[src/rtl/seg7_scan_pkg.sv]
// seg7_scan_pkg: shared seven-segment display constants and helpers
package seg7_scan_pkg;
  typedef logic [6:0] seg_t;
  localparam seg_t SEG_DIGIT [10] = '{
    7'b1000000, 7'b1111001, 7'b0100100, 7'b0110000, 7'b0011001,
    7'b0010010, 7'b0000010, 7'b1111000, 7'b0000000, 7'b0010000
  };
  localparam seg_t SEG_DASH = 7'b0111111;
  localparam seg_t SEG_BLANK = 7'b1111111;
  localparam logic [3:0] AN_OFF = 4'b1111;
  function automatic logic [3:0] nibble(input logic [15:0] v, input logic [1:0] i);
    return v[{i, 2'b00} +: 4];
  endfunction
endpackage

[src/rtl/seg7_scan_if.sv]
// seg7_scan_if: score input and multiplexed display output bundle
interface seg7_scan_if;
  import seg7_scan_pkg::*;
  logic [15:0] BCD;
  logic LZ_BLANK;
  logic [3:0] AN;
  seg_t SEG;
  logic FRAME_TICK;
  modport master(output BCD, LZ_BLANK, input AN, SEG, FRAME_TICK);
  modport slave(input BCD, LZ_BLANK, output AN, SEG, FRAME_TICK);
endinterface

[src/rtl/seg7_scan_bcd_to_seg7.sv]
// bcd_to_seg7: combinational BCD digit to active-low segment decode, dash for 10..15
module bcd_to_seg7
  import seg7_scan_pkg::*;
(
  input  logic [3:0] bcd,
  output seg_t       seg
);
  always_comb seg = bcd > 4'd9 ? SEG_DASH : SEG_DIGIT[bcd];
endmodule

[src/rtl/seg7_scan.sv]
// seg7_scan: 4-digit multiplexed display scanner with frame snapshot, dead time and leading-zero blanking
module seg7_scan
  import seg7_scan_pkg::*;
#(
  parameter int SCAN_DIV = 1000
) (
  input logic display_clk,
  input logic RST_N,
  seg7_scan_if.slave bus
);
  localparam int CW = $clog2(SCAN_DIV);
  logic [CW-1:0] cnt_q, cnt_d;
  logic [1:0] dig_q, dig_d;
  logic [15:0] snap_q, snap_d;
  logic lz_q, lz_d;
  logic [3:0] an_q, an_d;
  seg_t seg_q, seg_d, dec;
  logic wrap, frame, z3, z2, z1, blank;
  bcd_to_seg7 u_dec (.bcd(nibble(snap_q, dig_q)), .seg(dec));
  // a digit blanks only if it and every digit above it are exactly zero; invalid codes count as non-zero
  always_comb begin
    wrap = cnt_q == CW'(SCAN_DIV - 1);
    frame = wrap && dig_q == 2'd3;
    cnt_d = wrap ? '0 : cnt_q + 1'b1;
    dig_d = wrap ? dig_q + 2'd1 : dig_q;
    snap_d = frame ? bus.BCD : snap_q;
    lz_d = frame ? bus.LZ_BLANK : lz_q;
    z3 = snap_q[15:12] == 4'd0;
    z2 = z3 && snap_q[11:8] == 4'd0;
    z1 = z2 && snap_q[7:4] == 4'd0;
    blank = lz_q && (dig_q == 2'd3 ? z3 : dig_q == 2'd2 ? z2 : dig_q == 2'd1 && z1);
    an_d = cnt_q == '0 ? AN_OFF : ~(4'b0001 << dig_q);
    seg_d = cnt_q == '0 || blank ? SEG_BLANK : dec;
  end
  always_ff @(posedge display_clk or negedge RST_N)
    if (!RST_N) begin
      cnt_q <= '0;
      dig_q <= '0;
      snap_q <= '0;
      lz_q <= 1'b0;
      an_q <= AN_OFF;
      seg_q <= SEG_BLANK;
    end else begin
      cnt_q <= cnt_d;
      dig_q <= dig_d;
      snap_q <= snap_d;
      lz_q <= lz_d;
      an_q <= an_d;
      seg_q <= seg_d;
    end
  assign bus.AN = an_q;
  assign bus.SEG = seg_q;
  assign bus.FRAME_TICK = frame;
endmodule

[src/flat_wrapper.sv]
// flat-port wrapper written by rule: the top's interface ports become plain ports
module seg7_scan_flat import seg7_scan_pkg::*;
#(
  parameter int SCAN_DIV = 1000
)
  (display_clk, RST_N, bus_BCD, bus_LZ_BLANK, bus_AN, bus_SEG, bus_FRAME_TICK);
  seg7_scan_if bus_i ();
  input logic display_clk;
  input logic RST_N;
  input wire logic [$bits(bus_i.BCD)-1:0] bus_BCD;
  input wire logic [$bits(bus_i.LZ_BLANK)-1:0] bus_LZ_BLANK;
  output wire logic [$bits(bus_i.AN)-1:0] bus_AN;
  output wire logic [$bits(bus_i.SEG)-1:0] bus_SEG;
  output wire logic [$bits(bus_i.FRAME_TICK)-1:0] bus_FRAME_TICK;
  assign bus_i.BCD = bus_BCD;
  assign bus_i.LZ_BLANK = bus_LZ_BLANK;
  assign bus_AN = bus_i.AN;
  assign bus_SEG = bus_i.SEG;
  assign bus_FRAME_TICK = bus_i.FRAME_TICK;
  seg7_scan #(.SCAN_DIV(SCAN_DIV)) u_core (.display_clk(display_clk), .RST_N(RST_N), .bus(bus_i));
endmodule
[config.mk]
export PLATFORM = sky130hd
export DESIGN_NAME = seg7_scan_flat
export DESIGN_NICKNAME = d
export VERILOG_FILES = /design/src/rtl/seg7_scan_pkg.sv /design/src/rtl/seg7_scan_if.sv /design/src/rtl/seg7_scan_bcd_to_seg7.sv /design/src/rtl/seg7_scan.sv /design/src/flat_wrapper.sv
export SDC_FILE = /design/constraint.sdc
export NUM_CORES = 1
export LEC_CHECK = 0
export CORE_ASPECT_RATIO = 1.5
export CORE_MARGIN = 2
export CORE_UTILIZATION = 35
export CTS_BUF_LIST = sky130_fd_sc_hd__clkbuf_8 sky130_fd_sc_hd__clkbuf_16
export CTS_CLUSTER_SIZE = 40
export DETAILED_ROUTE_END_ITERATION = 6
export SYNTH_ARGS = -nofsm -noshare
export SYNTH_HDL_FRONTEND = slang
export SYNTH_SLANG_ARGS = --single-unit
[constraint.sdc]
create_clock -name display_clk -period 2.2 [get_ports display_clk]
set_input_delay 0.44 -clock display_clk [delete_from_list [all_inputs] [get_ports display_clk]]
set_output_delay 0.44 -clock display_clk [all_outputs]
set_load 0.03 [all_outputs]
* Word-level counts from Yosys, hierarchy flattened *
Memory sizes are Yosys's and may differ from the RTL's.
Cells that the tools add are included.

word-level totals
  logic and storage cells = 37
  bits of input ports = 19
  ROM bits = 112
  memories kept = 1
  flip-flop bits (word level) = 40

operators by class
  reduce and logical (&&, ||, !) cells = 10
  bitwise gates (word level) = 2
  shifts and indexed selects = 2
  muxes and demuxes = 8
  eq/ne operators = 4
  $lt $le $gt $ge = 2
  add/sub/neg operators = 2

memories
  memory            depth  width  rd ports  clocked after memory_dff  write ports  line                        source
  (name not given)  16     7      1         0                         0            seg7_scan_bcd_to_seg7.sv:8  always_comb seg = bcd > 4'd9 ? SEG_DASH : SEG_DIGIT[bcd];

operators by type and width
  cell                     number
  $mux W7                  4
  $shiftx A16 B5 Y4        1
  $logic_not A4 Y1         3
  $add A10 B1 Y10 const B  1
  $eq A10 B10 Y1 const B   1
  $logic_not A10 Y1        1
  $mux W10                 1
  $ge A5 B5 Y1 const B     1
  $logic_and A1 B1 Y1      5
  $not A4 Y5               1
  $eq A2 B2 Y1 const B     2
  $gt A4 B4 Y1 const B     1
  $mux W4                  1
  $not A4 Y4               1
  $shl A1 B2 Y4 const A    1
  $add A2 B1 Y2 const B    1
  $eq A2 B1 Y1 const B     1
  $mux W1                  2
  $logic_or A1 B1 Y1       1

* Logic depth before layout (Yosys ltp) *
Gate-level depths: netlist of run 1.

  depth in word-level cells = 9
  gate-level depth with buffers = 8
  depth with buffers taken out = 7

* Hierarchy *
A second synthesis of run 1 with hierarchy kept.

unflattened totals
  cells, all modules = 166
  area, all modules = 2087.0 um2

by module, submodules not included
  module       times used  area each (um2)  cells an instance  sequential area each (um2)
  seg7_scan    1           1868.0           140                1014.7
  bcd_to_seg7  1           219.0            26                 0.0

* Worst setup path before layout of run 1 *
OpenSTA, ideal clock, no wires.

  path kind = reg2reg
  start = reg u_core.dig_q[0]
  end = reg u_core.seg_q[4], in the netlist u_core.bus.SEG[4]
  required time = 2.108 ns
  data arrival time = 1.793 ns
  setup slack = 0.315 ns
  cell stages (with the launch flop) = 9
  cells stage by stage = dfrtp_1 -> buf_2 -> mux4_2 -> inv_1 -> ha_1 -> nor2_1 -> a211o_1 -> o21ai_1 -> o21ai_1

on the way
  word-level cells in the longest chain between the ends = 7
  elaborated cells between the ends (all ways) = 16
  those cells by class = order compare: 1; eq/ne: 3; shift: 1; mux: 6; bitwise: 1; reduce/logical: 3; memory: 1

RTL lines
  element                                                                         line                                         source
  start: declaration                                                              seg7_scan.sv:13                              logic [1:0] dig_q, dig_d;
  start signal: assignment                                                        seg7_scan.sv:45                              dig_q <= dig_d;
  $shiftx A16 B5 Y4 / $eq A2 B1 Y1 (equally long branches)                        seg7_scan_pkg.sv:12, seg7_scan.sv:31
  $not A4 Y5 (not written as such) / $logic_and A1 B1 Y1 (equally long branches)  seg7_scan_bcd_to_seg7.sv:8, seg7_scan.sv:31
  $mem_v2 Z16 W7 / $mux W1 (equally long branches)                                -
  $mux W7 (not written as such) / $mux W1 (equally long branches)                 seg7_scan_bcd_to_seg7.sv:8, seg7_scan.sv:31
  $mux W7 (not written as such) / $logic_and A1 B1 Y1 (equally long branches)     seg7_scan_bcd_to_seg7.sv:8, seg7_scan.sv:31
  $mux W7 / $logic_or A1 B1 Y1 (equally long branches)                            seg7_scan_bcd_to_seg7.sv:8, seg7_scan.sv:33
  $mux W7 *                                                                       seg7_scan.sv:33                              seg_d = cnt_q == '0 || blank ? SEG_BLANK : dec;
  net u_core.seg_d[4]                                                             seg7_scan.sv:17                              seg_t seg_q, seg_d, dec;
  end signal: assignment                                                          seg7_scan.sv:49                              seg_q <= seg_d;
  end: declaration                                                                seg7_scan.sv:17

The timed path passes the listed nets; every way through them passes the cells marked *. The select of a mux whose other input is x is not followed.
A chain may end at the register's enable or synchronous reset.

* Final worst setup path of run 1 *
  start = reg u_core.cnt_q[0]
  end = out bus_FRAME_TICK

on the way
  word-level cells in the longest chain between the ends = 2

RTL lines
  element                   line                source
  start: declaration        seg7_scan.sv:12     logic [CW-1:0] cnt_q, cnt_d;
  start signal: assignment  seg7_scan.sv:44     cnt_q <= cnt_d;
  $eq A10 B10 Y1            seg7_scan.sv:22     wrap = cnt_q == CW'(SCAN_DIV - 1);
  $logic_and A1 B1 Y1       seg7_scan.sv:23     frame = wrap && dig_q == 2'd3;
  end: declaration          flat_wrapper.sv:14  output wire logic [$bits(bus_i.FRAME_TICK)-1:0] bus_FRAME_TICK;

Every way passes these cells.

==> results of run 1 <==
registers in the layout, summed over array words and instances, names as in the netlist:
register,count
u_core.cnt_q,10
u_core.lz_q,1
u_core.bus.AN,4
u_core.bus.SEG,7
u_core.snap_q,16
u_core.dig_q,2
layer usage:
metal,vias to the layer above,GRT usage (%)
met4,0,7.12
met3,8,3.71
met2,26,23.1
met1,665,15.0
met5,-,0
li1,654,-
layout make-up:
class | count | area (um2)
Clock buffer | 6 | 82.6
Inverter | 9 | 33.8
Timing Repair Buffer | 34 | 335
Clock inverter | 2 | 7.51
Fill cell | 527 | 3010
Sequential cell | 40 | 1010
Multi-Input combinational cell | 111 | 922
Tap cell | 70 | 87.6
worst max-delay path, delay by kind of cell (launching register included):
kind	cells	cell delay, ns
DFF	1	0.38
buffers and inverters	1	0.13
and+or+nand+nor	3	0.57
adders and majority gates	1	0.23
power by group through the flow:
stage / logic, W / registers, W / clock network (W)
after floorplan: 0.0000548 / 0.000817 / 0
after global placement: 0.000155 / 0.000798 / 0
after detailed placement: 0.000156 / 0.000798 / 0
after CTS: 0.000156 / 0.000785 / 0.000515
after global routing: 0.000167 / 0.000788 / 0.000534
final: 0.000153 / 0.000785 / 0.000488
placed cells by master, fill, tap and decap left out, types with 3 or more instances in the layout:
cell type | synthesis | layout
ha_1 | 11 | 11
nor3_1 | 3 | 3
clkdlybuf4s50_1 | 0 | 28
mux2_4 | 10 | 10
nand2_1 | 11 | 11
nor2_1 | 13 | 13
buf_4 | 0 | 4
xnor2_1 | 4 | 4
nor4_1 | 4 | 4
mux2_2 | 7 | 7
mux4_2 | 4 | 4
o21ai_0 | 3 | 3
dfstp_2 | 11 | 11
dfrtp_1 | 29 | 29
o22ai_1 | 6 | 6
a21oi_1 | 8 | 8
inv_1 | 9 | 11
clkbuf_8 | 0 | 6
nand3_1 | 5 | 5
metrics by stage:
step / utilization (%) / hold WS (ns) / worst slack [ns] / cells
6_report: 45.2 / 0.0214 / 0.149 / 272
3_3_place_gp: 43.6 / 0.343 / 0.314 / 264
4_1_cts: 45.2 / 0.0227 / 0.134 / 272
5_1_grt: 45.2 / 0.0293 / 0.0533 / 272
2_1_floorplan: - / 0.144 / 0.315 / 164
3_5_place_dp: 43.6 / 0.342 / 0.304 / 264
cell families after synthesis:
family,count (synthesis)
compound gates,24
buf+inv,13
mux,21
fa+ha+maj,11
xor+xnor,6
flops,40
simple gates,49
path summary, 6_finish.rpt:
kind                            startpoint                end  slack, ns  cells past startpoint
max reg2reg                u_core.dig_q[0]  u_core.bus.SEG[4]       0.30                      7
min reg2reg                u_core.cnt_q[0]    u_core.cnt_q[0]       0.48                      1
min in group display_clk   u_core.cnt_q[0]    u_core.cnt_q[0]       0.48                      1
max in group asynchronous            RST_N   u_core.snap_q[3]       1.65                      2
max                        u_core.cnt_q[0]     bus_FRAME_TICK       0.15                      5
min                                  RST_N    u_core.cnt_q[9]       0.02                      1
==> results.cfg, run 1 <==
[cells_and_area]
finish.net_count = 231
final_layout_size_suffix_gt1_share_pct = 23.3
area_growth_pct = 24.4
finish.instance_area_um2 = 2480
antennaDiodeCount = 0

[clocking]
cts_tree = done
total_number_of_h_tree_levels = 2
cts_setup_buffers = 0
clk_pin_slew_worst_paths_ns = 0.07
clock_insertion_delay_worst_skew_ns = 0.29
clock_sinks = 40
cts_resized = 0
number_of_clock_buffers_inserted_by_tritoncts = 5
cts.root.buffer_cell = clkbuf_8
ctsHoldBuffers = 0
cts.path.max_buffers = 2

[synth]
synth_area_leaders = dfrtp_1 (36%), dfstp_2 (14%), mux2_4 (7.5%), ha_1 (6.9%), mux4_2 (4.5%)
avgSynthCellArea_um2 = 12.2
post_synth_most_frequent_cells = dfrtp_1 (29), nor2_1 (13), dfstp_2 (11), ha_1 (11), nand2_1 (11)
synth_xor_xnor_area_share_pct = 2.63
seq_area_frac_synth_pct = 50.8
yosys.area_share.adder_pct = 6.89
yosysTopAreaCellShare_pct = 36.3
synth.lib_cells_used.distinct = 36
ys_ff_latch = 40
synth.most_common_cell = dfrtp_1
postSynthNetCount = 194
synth_enable_flop_cells = 0
synth-warning-count = 0
async_set_or_reset_flop_fraction_in_the_synthesized_netlist_pct = 100
dominant_combinational_cell_family_by_area_after_synthesis = multiplexers
synth_cells = 164
yosysTopAreaCell = dfrtp_1
netlist_area_um2 = 2000
yosys_most_used_dff = dfrtp_1
synthMuxAreaShare_pct = 16.0
synth_compound_area_share_pct = 7.39
yosys.area_share.simple_pct = 13.3

[floorplan]
initial_utilization_pct = 36.4
die_area_um2 = 6340
die_height_um = 96.5
core_region_area_um2 = 5490
die_width_um = 65.7
ios = 31
placement_rows = 33

[timing]
drv_slew = 0
slew_headroom_pct = 64.7
clock.fmax_mhz = 488
clock_skews_ns = 0.00748
rsz0062_at_grt = no
worst_slew_pin_slew_ns = 0.528
totalNegativeSetupSlack_ns = 0
hold_viol = 0
post-route-min-period_ns = 2.05
final_report_setup_violation_count = 0
final_min_period_over_clock_period_pct = 93.2

[global_routing]
first_pass_grt_wire_length_mm = 6.35
antenna_violations_before_repair = 0
first_global_vias = 1396
maximum_number_of_pins_on_one_net_before_global_route_repair = 19
all_layer_gr_usage_pct = 13.5
grt.overflow.total = 0

[drt]
finalWirelength_mm = 3.80
met2WireLength_mm = 2.01
met3WireLength_um = 132
ant_nets = 0
avgRoutedWirePerCell_um = 14.0
drc_errors = 0
drtIter0Drc = 29
routed_length_on_met1_mm = 1.55
via_per_inst = 4.97
vias = 1353
topRoutingLayerUsed = met4
first_pass_iters = 4

[pwr]
comb_power_share_pct = 10.7
clockPowerShare_pct = 34.2
pwrdens_nw_per_um2 = 574
sw_frac_of_total_pct = 23.0
power_w = 0.00143
pint_w = 0.00110
cellLeakagePower_nw = 1.07
net-switching-power_w = 0.000328
seq_power_share_pct = 55.1
irDropWorstVdd_mv = 0.275

[critical_path]
criticalPathCategory = flip-flop to output pin
cp-start-kind = flip-flop
timing.critical_path.slowest_stage_cell = dfrtp_1
worst_setup_path_end_kind = output pin
timing.critical_path.fanout_max = 4
required_ns = 1.76
arrival_ns = 1.61
cp_slowest_stage_delay_ns = 0.38
sequence_of_cells_on_the_critical_path = ha_1 -> nand2_1 -> nor2_1 -> and4_1 -> buf_12

[placed_design]
placed_area_um2 = 2390
place_hpwl_mm = 2.89
io_buffers = 30
routabilityCongestion = 0.833

[flow_run]
drv.max_cap_violation_count = 0

[status]
result_of_the_run = finished, final reports clean

[min_path]
hp-class = input port to async pin
Note: power is estimated with default switching activity, not from simulation.
==> run 2, diff against run 1 <==
Settings changed: CAP_MARGIN set to 20, HOLD_SLACK_MARGIN set to 0.08, PLACE_DENSITY set to 0.68.
==> run 2 against run 1 <==
Flip-flop and latch count stayed put. Combinational power about the same. Final area rose by 0.10%. Critical path type unchanged. Highest routed layer unchanged.
==> results.cfg, run 2 (synthesis gave the netlist of run 1 again) <==
[clocking]
total_number_of_h_tree_levels = 2
cts_tree = done
number_of_clock_buffers_inserted_by_tritoncts = 5
cts_setup_buffers = 0
cts.path.max_buffers = 2
clk_pin_slew_worst_paths_ns = 0.07
clock_sinks = 40
clock_insertion_delay_worst_skew_ns = 0.29
cts.root.buffer_cell = clkbuf_8

[placed_design]
place_hpwl_mm = 2.79
io_buffers = 30
routabilityCongestion = 0.872

[drt]
drc_errors = 0
via_per_inst = 4.89
finalWirelength_mm = 3.59
vias = 1336
drtIter0Drc = 47
avgRoutedWirePerCell_um = 13.1
ant_nets = 0
first_pass_iters = 4

[cells_and_area]
max_flop_register = u_core.snap_q
most_frequent_standard_cell_in_the_layout_excluding_fill_and_tap_cells = dfrtp_1
layout_common_cells = dfrtp_1 (29), clkdlybuf4s50_1 (28), nor2_1 (12)
finish.net_count = 232
largest_register_ffs = 16
sequential_cell_area_um2 = 1010
multi_input_comb_area_um2 = 925
area_growth_pct = 24.5
nFillCells = 525
antennaDiodeCount = 0
final_core_utilization_pct = 45.3
final_layout_size_suffix_gt1_share_pct = 24.6

[critical_path]
timing.reg2reg.worst_path_depth = 7
timing.critical_path.slowest_stage_cell = dfrtp_1
sequence_of_cells_on_the_critical_path = ha_1 -> nand2_1 -> nor2_2 -> and4_1 -> buf_4
crit-reg2reg-launch = u_core.dig_q[0]
worstSetupEndpoint = bus_FRAME_TICK
cp_slowest_stage_delay_ns = 0.39
timing.critical_path.fanout_max = 4
timing.critical_path.max_delay_family = simple AND/OR/NAND/NOR gates
r2r-end = u_core.bus.SEG[3]
arrival_ns = 1.64
regToRegSetupSlack_ns = 0.32
critical_path_start = u_core.cnt_q[0]
worst_setup_path_end_kind = output pin
required_ns = 1.76
cp.buffers_inverters = 1
cp-start-kind = flip-flop
crit_cells = 5
criticalPathCategory = flip-flop to output pin

[global_routing]
antenna_violations_before_repair = 0
all_layer_gr_usage_pct = 13.0
first_pass_grt_wire_length_mm = 6.07
grt.overflow.total = 0
first_global_vias = 1335
maximum_number_of_pins_on_one_net_before_global_route_repair = 18

[pwr]
irDropWorstVdd_mv = 0.234
pwrdens_nw_per_um2 = 575
cellLeakagePower_nw = 1.07

[timing]
clock.fmax_mhz = 481
worst_slew_pin_slew_ns = 0.553
hold_viol = 0
rsz0062_at_grt = no
final_min_period_over_clock_period_pct = 94.5
drv_slew = 0
final_report_setup_violation_count = 0
post-route-min-period_ns = 2.08
clock_skews_ns = 0.00492
totalNegativeSetupSlack_ns = 0
slew_headroom_pct = 63.1

[floorplan]
die_area_um2 = 6340
placement_rows = 33
die_height_um = 96.5
die_width_um = 65.7
initial_utilization_pct = 36.4
core_region_area_um2 = 5490
ios = 31

[flow_run]
drv.max_cap_violation_count = 0

[status]
result_of_the_run = finished, final reports clean

[min_path]
hp-class = flip-flop to flip-flop
## run 2: layout make-up
class / instances / share of cell area (%)
Clock buffer: 6 / 3.32
Sequential cell: 40 / 40.8
Inverter: 9 / 1.36
Tap cell: 70 / 3.52
Timing Repair Buffer: 35 / 13.4
Multi-Input combinational cell: 111 / 37.2
Clock inverter: 2 / 0.403
## run 2: how the worst min path moves through the flow
stage	start	endpoint	slack, ns	depth (start not counted)
final	u_core.cnt_q[0]	u_core.cnt_q[0]	0.50	1
after global routing	u_core.cnt_q[0]	u_core.cnt_q[0]	0.52	1
after CTS	u_core.cnt_q[0]	u_core.cnt_q[0]	0.50	1
after detailed placement	RST_N	u_core.cnt_q[7]	0.36	1
after global placement	RST_N	u_core.cnt_q[1]	0.35	1
after floorplan	RST_N	u_core.cnt_q[0]	0.14	0
## run 2: report_power, final
group / total, W / leakage, nW / internal, W / switching (W)
combinational: 0.000154 / 0.550 / 0.0000834 / 0.0000705
sequential: 0.000785 / 0.467 / 0.000770 / 0.0000154
clock: 0.000490 / 0.0510 / 0.000250 / 0.000240
total: 0.00143 / 1.07 / 0.00110 / 0.000326
## run 2: per-stage QoR
step / hold WS [ns] / cells / cell area [um2] / power [W] / setup WS [ns]
3_3_place_gp: 0.351 / 264 / 2380 / 0.000951 / 0.357
5_1_grt: 0.515 / 273 / 2490 / 0.00150 / 0.00775
3_5_place_dp: 0.357 / 264 / 2380 / 0.000954 / 0.322
2_1_floorplan: 0.144 / 164 / 2000 / 0.000872 / 0.315
6_report: 0.497 / 273 / 2490 / 0.00143 / 0.122
4_1_cts: 0.498 / 273 / 2480 / 0.00146 / 0.108
## run 2: per-layer routing
metal  part of all wire, %  vias to the layer above  track usage (%)
met5                     0                        -                0
met4                   2.4                        0             7.29
met3                   3.6                        5             4.17
met2                    53                       28             22.5
met1                    41                      645             13.9
li1                      -                      658                -
## run 2: repair_timing
item	in CTS	in global routing
setup endpoints to repair	0	1
hold endpoints to repair	13	0
hold buffers	1	0
gates resized for setup	0	1
